File: config.mk
export PLATFORM = sky130hd
export DESIGN_NAME = row_mod_reduce
export DESIGN_NICKNAME = d
export VERILOG_FILES = /design/src/rtl/row_mod_reduce.sv
export SDC_FILE = /design/constraint.sdc
export NUM_CORES = 1
export LEC_CHECK = 0
export CORE_MARGIN = 3
export CORE_UTILIZATION = 40
export CTS_CLUSTER_SIZE = 10
export DETAILED_ROUTE_END_ITERATION = 6
export GPL_ROUTABILITY_DRIVEN = 0
export RECOVER_POWER = 25
export SKIP_LAST_GASP = 1
export SYNTH_ARGS = -nofsm -noshare
export SYNTH_HDL_FRONTEND = slang
export SYNTH_SLANG_ARGS = --single-unit
export TNS_END_PERCENT = 10
File: constraint.sdc
create_clock -name clk -period 9.4 [get_ports clk]
set_input_delay 1.88 -clock clk [delete_from_list [all_inputs] [get_ports clk]]
set_output_delay 1.88 -clock clk [all_outputs]
set_load 0.05 [all_outputs]
File: src/rtl/row_mod_reduce.sv
// Three-stage pipelined reduction of 128-bit row accumulators modulo the
// Goldilocks prime p = 2^64 - 2^32 + 1, with row framing check and row counter.
module row_mod_reduce #(
    parameter int unsigned ROW_LEN = 72,
    parameter int unsigned CNT_W   = 16
) (
    input  logic              clk,
    input  logic              rst_n,
    input  logic              in_valid,
    output logic              in_ready,
    input  logic [127:0]      in_data,
    input  logic              in_last,
    output logic              out_valid,
    input  logic              out_ready,
    output logic [63:0]       out_data,
    output logic              out_last,
    output logic [CNT_W-1:0]  rows_done,
    output logic              frame_err
);

    localparam int unsigned WORD_W = 64;
    localparam int unsigned HALF_W = 32;
    localparam int unsigned BEAT_W = $clog2(ROW_LEN + 1);
    localparam logic [WORD_W-1:0] P   = 64'hFFFF_FFFF_0000_0001;
    // 2^64 mod p
    localparam logic [WORD_W-1:0] EPS = 64'h0000_0000_FFFF_FFFF;

    logic                stall;
    logic                in_xfer;
    logic                out_xfer;

    logic                v1_q, v1_d, l1_q, l1_d;
    logic [WORD_W-1:0]   t0_q, t0_d;
    logic [HALF_W-1:0]   xhl_q, xhl_d;
    logic                v2_q, v2_d, l2_q, l2_d;
    logic [WORD_W-1:0]   s_q, s_d;
    logic                v3_q, v3_d, l3_q, l3_d;
    logic [WORD_W-1:0]   r_q, r_d;

    logic [BEAT_W-1:0]   beat_q, beat_d;
    logic                ferr_q, ferr_d;
    logic [CNT_W-1:0]    rows_q, rows_d;

    logic [WORD_W:0]     diff;
    logic [WORD_W-1:0]   t1;
    logic [WORD_W:0]     sum;
    logic [BEAT_W-1:0]   beat_nxt;
    logic                at_end;

    assign stall    = v3_q & ~out_ready;
    assign in_ready = ~stall;
    assign in_xfer  = in_valid & in_ready;
    assign out_xfer = v3_q & out_ready;

    assign out_valid = v3_q;
    assign out_last  = l3_q;
    assign out_data  = r_q;
    assign rows_done = rows_q;
    assign frame_err = ferr_q;

    // Datapath: fold 2^96 as -1 in stage 1, 2^64 as 2^32-1 in stage 2, canonicalise in stage 3
    always_comb begin
        diff = {1'b0, in_data[63:0]} - {33'd0, in_data[127:96]};
        t0_d = diff[WORD_W] ? (diff[WORD_W-1:0] - EPS) : diff[WORD_W-1:0];
        xhl_d = in_data[95:64];
        v1_d  = in_valid;
        l1_d  = in_last;

        t1  = {xhl_q, 32'd0} - {32'd0, xhl_q};
        sum = {1'b0, t0_q} + {1'b0, t1};
        s_d = sum[WORD_W] ? (sum[WORD_W-1:0] + EPS) : sum[WORD_W-1:0];
        v2_d = v1_q;
        l2_d = l1_q;

        r_d  = (s_q >= P) ? (s_q - P) : s_q;
        v3_d = v2_q;
        l3_d = l2_q;
    end

    // Row framing: beat ROW_LEN and in_last must coincide
    always_comb begin
        beat_d   = beat_q;
        ferr_d   = ferr_q;
        rows_d   = rows_q;
        beat_nxt = beat_q + BEAT_W'(1);
        at_end   = (beat_nxt == BEAT_W'(ROW_LEN));
        if (in_xfer) begin
            if (in_last != at_end) begin
                ferr_d = 1'b1;
            end
            beat_d = (in_last || at_end) ? '0 : beat_nxt;
        end
        if (out_xfer && l3_q) begin
            rows_d = rows_q + CNT_W'(1);
        end
    end

    always_ff @(posedge clk) begin
        if (!rst_n) begin
            v1_q   <= 1'b0;
            l1_q   <= 1'b0;
            t0_q   <= '0;
            xhl_q  <= '0;
            v2_q   <= 1'b0;
            l2_q   <= 1'b0;
            s_q    <= '0;
            v3_q   <= 1'b0;
            l3_q   <= 1'b0;
            r_q    <= '0;
            beat_q <= '0;
            ferr_q <= 1'b0;
            rows_q <= '0;
        end else begin
            if (!stall) begin
                v1_q  <= v1_d;
                l1_q  <= l1_d;
                t0_q  <= t0_d;
                xhl_q <= xhl_d;
                v2_q  <= v2_d;
                l2_q  <= l2_d;
                s_q   <= s_d;
                v3_q  <= v3_d;
                l3_q  <= l3_d;
                r_q   <= r_d;
            end
            beat_q <= beat_d;
            ferr_q <= ferr_d;
            rows_q <= rows_d;
        end
    end

endmodule
==> results of run 1 <==
-- cell usage in the layout (no fill, tap or decap), types with 96 or more instances in the layout --
master,synthesis,layout
nor3_1,96,96
clkdlybuf4s50_1,0,171
nand2_1,275,275
xnor2_1,121,121
a211oi_1,103,103
xor2_1,117,117
dfxtp_1,254,254
ha_1,106,106
o21ai_0,145,145
a21oi_1,215,215
nor2_1,329,329
-- worst paths after layout --
path,end,slack (ps)
hold / removal,v2_q,450
setup reg to reg,s_q[54],1760
setup / recovery,in_ready,1180
hold reg to reg,v2_q,450
-- power breakdown --
part | switching, mW | internal (mW)
logic | 1.05 | 0.610
registers | 0.143 | 1.21
clock network | 0.431 | 0.597
total | 1.62 | 2.42
-- final cells by class --
cell class	count	area [sq um]
inverter	70	271.5
multi-input combinational	2280	14350
fill	5015	25930
clock inverter	2	12.51
clock buffer	37	818.3
sequential	254	5085
tap	664	830.8
timing repair buffer	231	2266
-- logic make-up after synthesis --
family / Yosys count / synth area share
AOI/OAI and AO/OA: 797 / 0.2573
xor gates and xnor gates: 238 / 0.1026
adders and majority gates: 108 / 0.06727
buffers and inverters: 225 / 0.04330
DFF: 254 / 0.2503
muxes: 14 / 0.007146
and+or+nand+nor: 1123 / 0.2720
-- sequential cells by signal, indices dropped and copies added, names as in the netlist --
name	flops
beat_q	7
frame_err	1
l1_q	1
l2_q	1
out_data	64
out_last	1
out_valid	1
rows_done	16
s_q	64
t0_q	64
v1_q	1
v2_q	1
xhl_q	32
-- worst max-delay path, cell delays in order --
cell             delay, ps
dlygate4sd3_1          550
nor2b_1               2350
inv_8                  600
clkdlybuf4s50_1        950
-- per-layer routing --
metal  track usage  vias to the layer above  part of all wire
li1              -                    10360                 -
met1        0.3173                     9634              0.44
met2        0.3988                      778              0.46
met5             0                        -                 0
met4        0.1069                        0             0.046
met3       0.02458                      162             0.055
==> qor.yml, run 1 <==
run_status:
  status: "complete, but fails checks"
  violations: "DRC, capacitance limit, slew limit"
critical_path:
  worstRegToRegCells: 23
  crit_type: "input pin to output pin"
  timing.rr.start: "xhl_q[6]"
  worstPathArrival_ps: 6340
  path_max_fanout: 77
  required_ps: 7520
  critPathCaptureType: "output pin"
  cp-start-kind: "input pin"
  crit_start: "out_ready"
final_layout:
  drive_above_1_share: 0.03758
  syn_to_final_growth_pct: 16.34
  finalInstanceArea_sq_um: 23630
  utilization: 0.4768
  layout.nets: 3108
  antenna_cells: 0
  fin_cells: 3538
synthesis:
  netlist.area_leader.share: 0.2503
  synthArstFlopShare: 0
  ys_ff_latch: 254
  synth_cell_types: 87
  netlist_instances: 2759
  synth_most_common_cell: "nor2_1"
  ys_top_cells_by_area: "dfxtp_1, ha_1, nor2_1, a21oi_1, xnor2_1"
  ys.warnings.count: 0
  synth_flop_cell: "dfxtp_1"
  syn_area_sq_um: 20310
  synth_top_cell_by_area: "dfxtp_1"
  synth.top_cells.by_count: "nor2_1, nand2_1, dfxtp_1"
  synth-edff-count: 0
  avgSynthCellArea_sq_um: 7.362
  synth-seq-area-share: 0.2503
  syn_nets: 3000
global_route:
  grt_pass1_vias: 19604
  overflow: 0
  antenna_found_initial: 0
  grt_first_pass_wirelength_microns: 105800
  grt_use_total: 0.2408
  grt_start_max_net_pins: 98
floorplan:
  coreArea_sq_um: 49560
  die_x_microns: 231.3
  num_io_pins: 217
  num_rows: 81
  die-area_sq_um: 53520
  start_util: 0.4099
  die_h_microns: 231.3
clock_tree:
  clk_pin_slew_ps: 50
  cts_tree: "yes"
  clockBufferDepth: 3
  numCtsBuffers: 30
  cts_resized: 0
  cts_root_buf: "clkbuf_16"
  cts_htree_levels: 1
  hold_buffers: 0
  clkSinkCount: 254
  cts_setup_buffers: 0
  clkLatencyLatePin_ps: 570
placed_design:
  dpl-instance-area_sq_um: 22820
  hpwlAfterDp_microns: 53250
  port_buffers: 216
  place_ws_ps: 1933
  dp.cells: 3499
drt:
  dr.pass1.iters: 7
  drcViolationCount: 9
  first_iter_violations: 1744
  wl_microns: 66650
  wire_per_inst_microns: 18.84
  avgViaCountPerCell: 5.917
  ant_nets: 0
  vias: 20934
power_and_ir_drop:
  total_power_mw: 4.041
  power.density_nw_per_um2: 171.0
  ir_drop_mv: 0.1458
  p_leak_nw: 8.962
timing:
  worstMarginPinSlew_ps: 3323
  drv_slew: 164
  min_period_ps: 8218
  final_hold_viol_count: 0
  finalSetupTns_ps: 0
  clock.fmax_mhz: 121.7
  worst_hold_slack_ps: 455.0
  period_share: 0.8742
  finalSetupViolCount: 0
  grt_setup_unrepaired: "no"
  skew_ps: 16.60
  relSlewSlack: -1.215
  fin_ws_ps: 1182
run:
  max-cap-violations: 3
worst_hold_path:
  hold_start: "v2_q"
  whs_path_depth: 2
  hp-class: "register to register"
Note: power is estimated with default switching activity, not from simulation.
==> run 2, diff against run 1 <==
- CORE_ASPECT_RATIO: not set -> 2
- CTS_CLUSTER_SIZE: 10 -> 8
- PLACE_DENSITY: not set -> 0.68
==> qor.yml, run 2 (same netlist as run 1, synthesis figures left out) <==
floorplan:
  coreArea_sq_um: 50070  # +1.0%
  die_x_microns: 165.3  # -29%
  start_util: 0.4056  # -0.004209
  num_rows: 116  # +43%
  die-area_sq_um: 53680  # +0.30%
  num_io_pins: 217  # unchanged
  die_h_microns: 324.7  # +40%
critical_path:
  crit_type: "register to register"
  timing.rr.start: "xhl_q[6]"
  path_max_fanout: 16  # -79%
  ff2ff_setup_slack_ps: 1250  # -510 ps
  rr_endpoint: "s_q[54]"
  cp_slowest_cell: "or4_1"
  critPathMaxStageDelay_ps: 630  # -1720 ps
  cpMostUsedCell: "or4_1"
  worstPathCellList: "or4_1, nand2b_1, or2_2, or4_1, nor4_1, nand2b_1, inv_1, nand2_1, or2_2, nor3_1, xor2_1, ha_1, nand4_1, or3_1, or4_1, nor2_1, o21a_1, o21ai_1, nor3_2, buf_4, o21ai_1, or4_1, a311oi_1"
  worstPathArrival_ps: 8570  # +2230 ps
  required_ps: 9820  # +2300 ps
  cp-start-kind: "register"
  worstRegToRegCells: 23  # unchanged
  critPathCaptureType: "register"
drt:
  wire_per_inst_microns: 20.88  # +11%
  dr.pass1.iters: 5  # -2
  first_iter_violations: 1270  # -27%
  vias: 21444  # +2.4%
  drcViolationCount: 0  # -9
  avgViaCountPerCell: 6.083  # +2.8%
  wl_microns: 73600  # +10%
  ant_nets: 0  # unchanged
global_route:
  grt_first_pass_wirelength_microns: 112500  # +6.4%
  overflow: 0  # unchanged
  grt.met2_usage: 0.4696  # +0.07083
  grtUsageMet1: 0.2583  # -0.05897
  groute.layer.met3.usage: 0.04862  # +0.02403
  grt_pass1_vias: 20819  # +6.2%
  grt_use_total: 0.2632  # +0.02245
  antenna_found_initial: 0  # unchanged
  grt.busiest_layer: "met2"
  grt_start_max_net_pins: 123  # +26%
placed_design:
  hpwlAfterDp_microns: 57250  # +7.5%
  dpl-instance-area_sq_um: 22800  # about the same
  port_buffers: 216  # unchanged
  place_ws_ps: 1550  # -383.4 ps
clock_tree:
  clockBufferDepth: 3  # unchanged
  hold_buffers: 0  # unchanged
  cts_root_buf: "clkbuf_16"
  cts_tree: "yes"
  clkLatencyLatePin_ps: 540  # -30 ps
  cts_htree_levels: 2  # +1
  clkSinkCount: 254  # unchanged
  numCtsBuffers: 37  # +23%
  cts_resized: 0  # unchanged
  clk_pin_slew_ps: 50  # about the same
  cts_setup_buffers: 0  # unchanged
timing:
  period_share: 0.8670  # -0.007233
  final_hold_viol_count: 0  # unchanged
  drv_slew: 0  # -100%
  fin_ws_ps: 1250  # +67.99 ps
  grt_setup_unrepaired: "no"
  relSlewSlack: 0.1823  # +1.398
  skew_ps: 23.67  # +7.069 ps
  clock.fmax_mhz: 122.7  # +0.83%
  worst_hold_slack_ps: 445.0  # -10.04 ps
  finalSetupViolCount: 0  # unchanged
  min_period_ps: 8150  # -67.99 ps
  worstMarginPinSlew_ps: 1217  # -2106 ps
  finalSetupTns_ps: 0  # unchanged
power_and_ir_drop:
  ir_drop_mv: 0.1104  # -24%
  power.density_nw_per_um2: 176.4  # +3.2%
  p_leak_nw: 9.158  # +2.2%
run_status:
  status: "complete, no violations"
final_layout:
  final_common_cell: "nor2_1"
  layout.nets: 3116  # +0.26%
  syn_to_final_growth_pct: 16.98
  antenna_cells: 0  # unchanged
  finalInstanceArea_sq_um: 23760  # +0.55%
  mostFrequentLayoutCells: "nor2_1, nand2_1, dfxtp_1"
  multi_input_area_sq_um: 14360  # about the same
  drive_above_1_share: 0.04033  # +0.002756
  seqCellArea_sq_um: 5085  # unchanged
  num-fill-cells: 4980  # -0.70%
worst_hold_path:
  whs_endpoint: "out_data[1]"
  hold_start: "out_data[1]"
  hp-class: "register to register"
  whs_path_depth: 2  # unchanged
run:
  max-cap-violations: 0  # -3
==> run 2: cell type report <==
type,count,share of cell area
multi-input combinational,2280,0.6041
timing repair buffer,232,0.09583
clock inverter,2,0.0007372
inverter,70,0.01158
tap,649,0.03417
sequential,254,0.2140
clock buffer,38,0.03955
==> run 2: per-stage QoR <==
step	utilization	total power, mW	std cells
detailed placement	0.4554	3.004	3485
finish	0.4745	4.192	3525
floorplan	-	2.507	2759
global placement	0.4554	2.969	3485
global route	0.4745	4.407	3525
CTS	0.4745	4.178	3525
==> run 2: how the worst max path moves through the flow <==
stage	startpoint	to	slack, ps	cells past startpoint
5_1_grt	xhl_q[6]	s_q[54]	900	23
4_1_cts	xhl_q[6]	s_q[54]	1530	23
3_3_place_gp	xhl_q[6]	s_q[54]	1700	23
3_5_place_dp	xhl_q[6]	s_q[54]	1550	23
6_report	xhl_q[6]	s_q[54]	1250	23
2_1_floorplan	xhl_q[6]	s_q[48]	2820	26
==> run 2: worst max-delay path: cells and delay by family (launching register included) <==
| kind | cells | cell delay (ps) |
|---|---|---|
| xor gates and xnor gates | 1 | 510 |
| buffers and inverters | 2 | 280 |
| AOI/OAI and AO/OA | 4 | 1140 |
| and+or+nand+nor | 15 | 5340 |
| DFF | 1 | 380 |
| adders and majority gates | 1 | 380 |
==> run 2: routing by layer <==
metal	routed length, microns	part of all wire	up-vias
met5	0	0	-
met4	7028	0.095	0
met3	4541	0.062	309
met2	36690	0.50	926
met1	25340	0.34	9843
li1	-	-	10366
==> run 2: report_power, final <==
group / switching (mW) / internal, mW
clock: 0.465 / 0.699
sequential: 0.138 / 1.21
combinational: 1.07 / 0.603
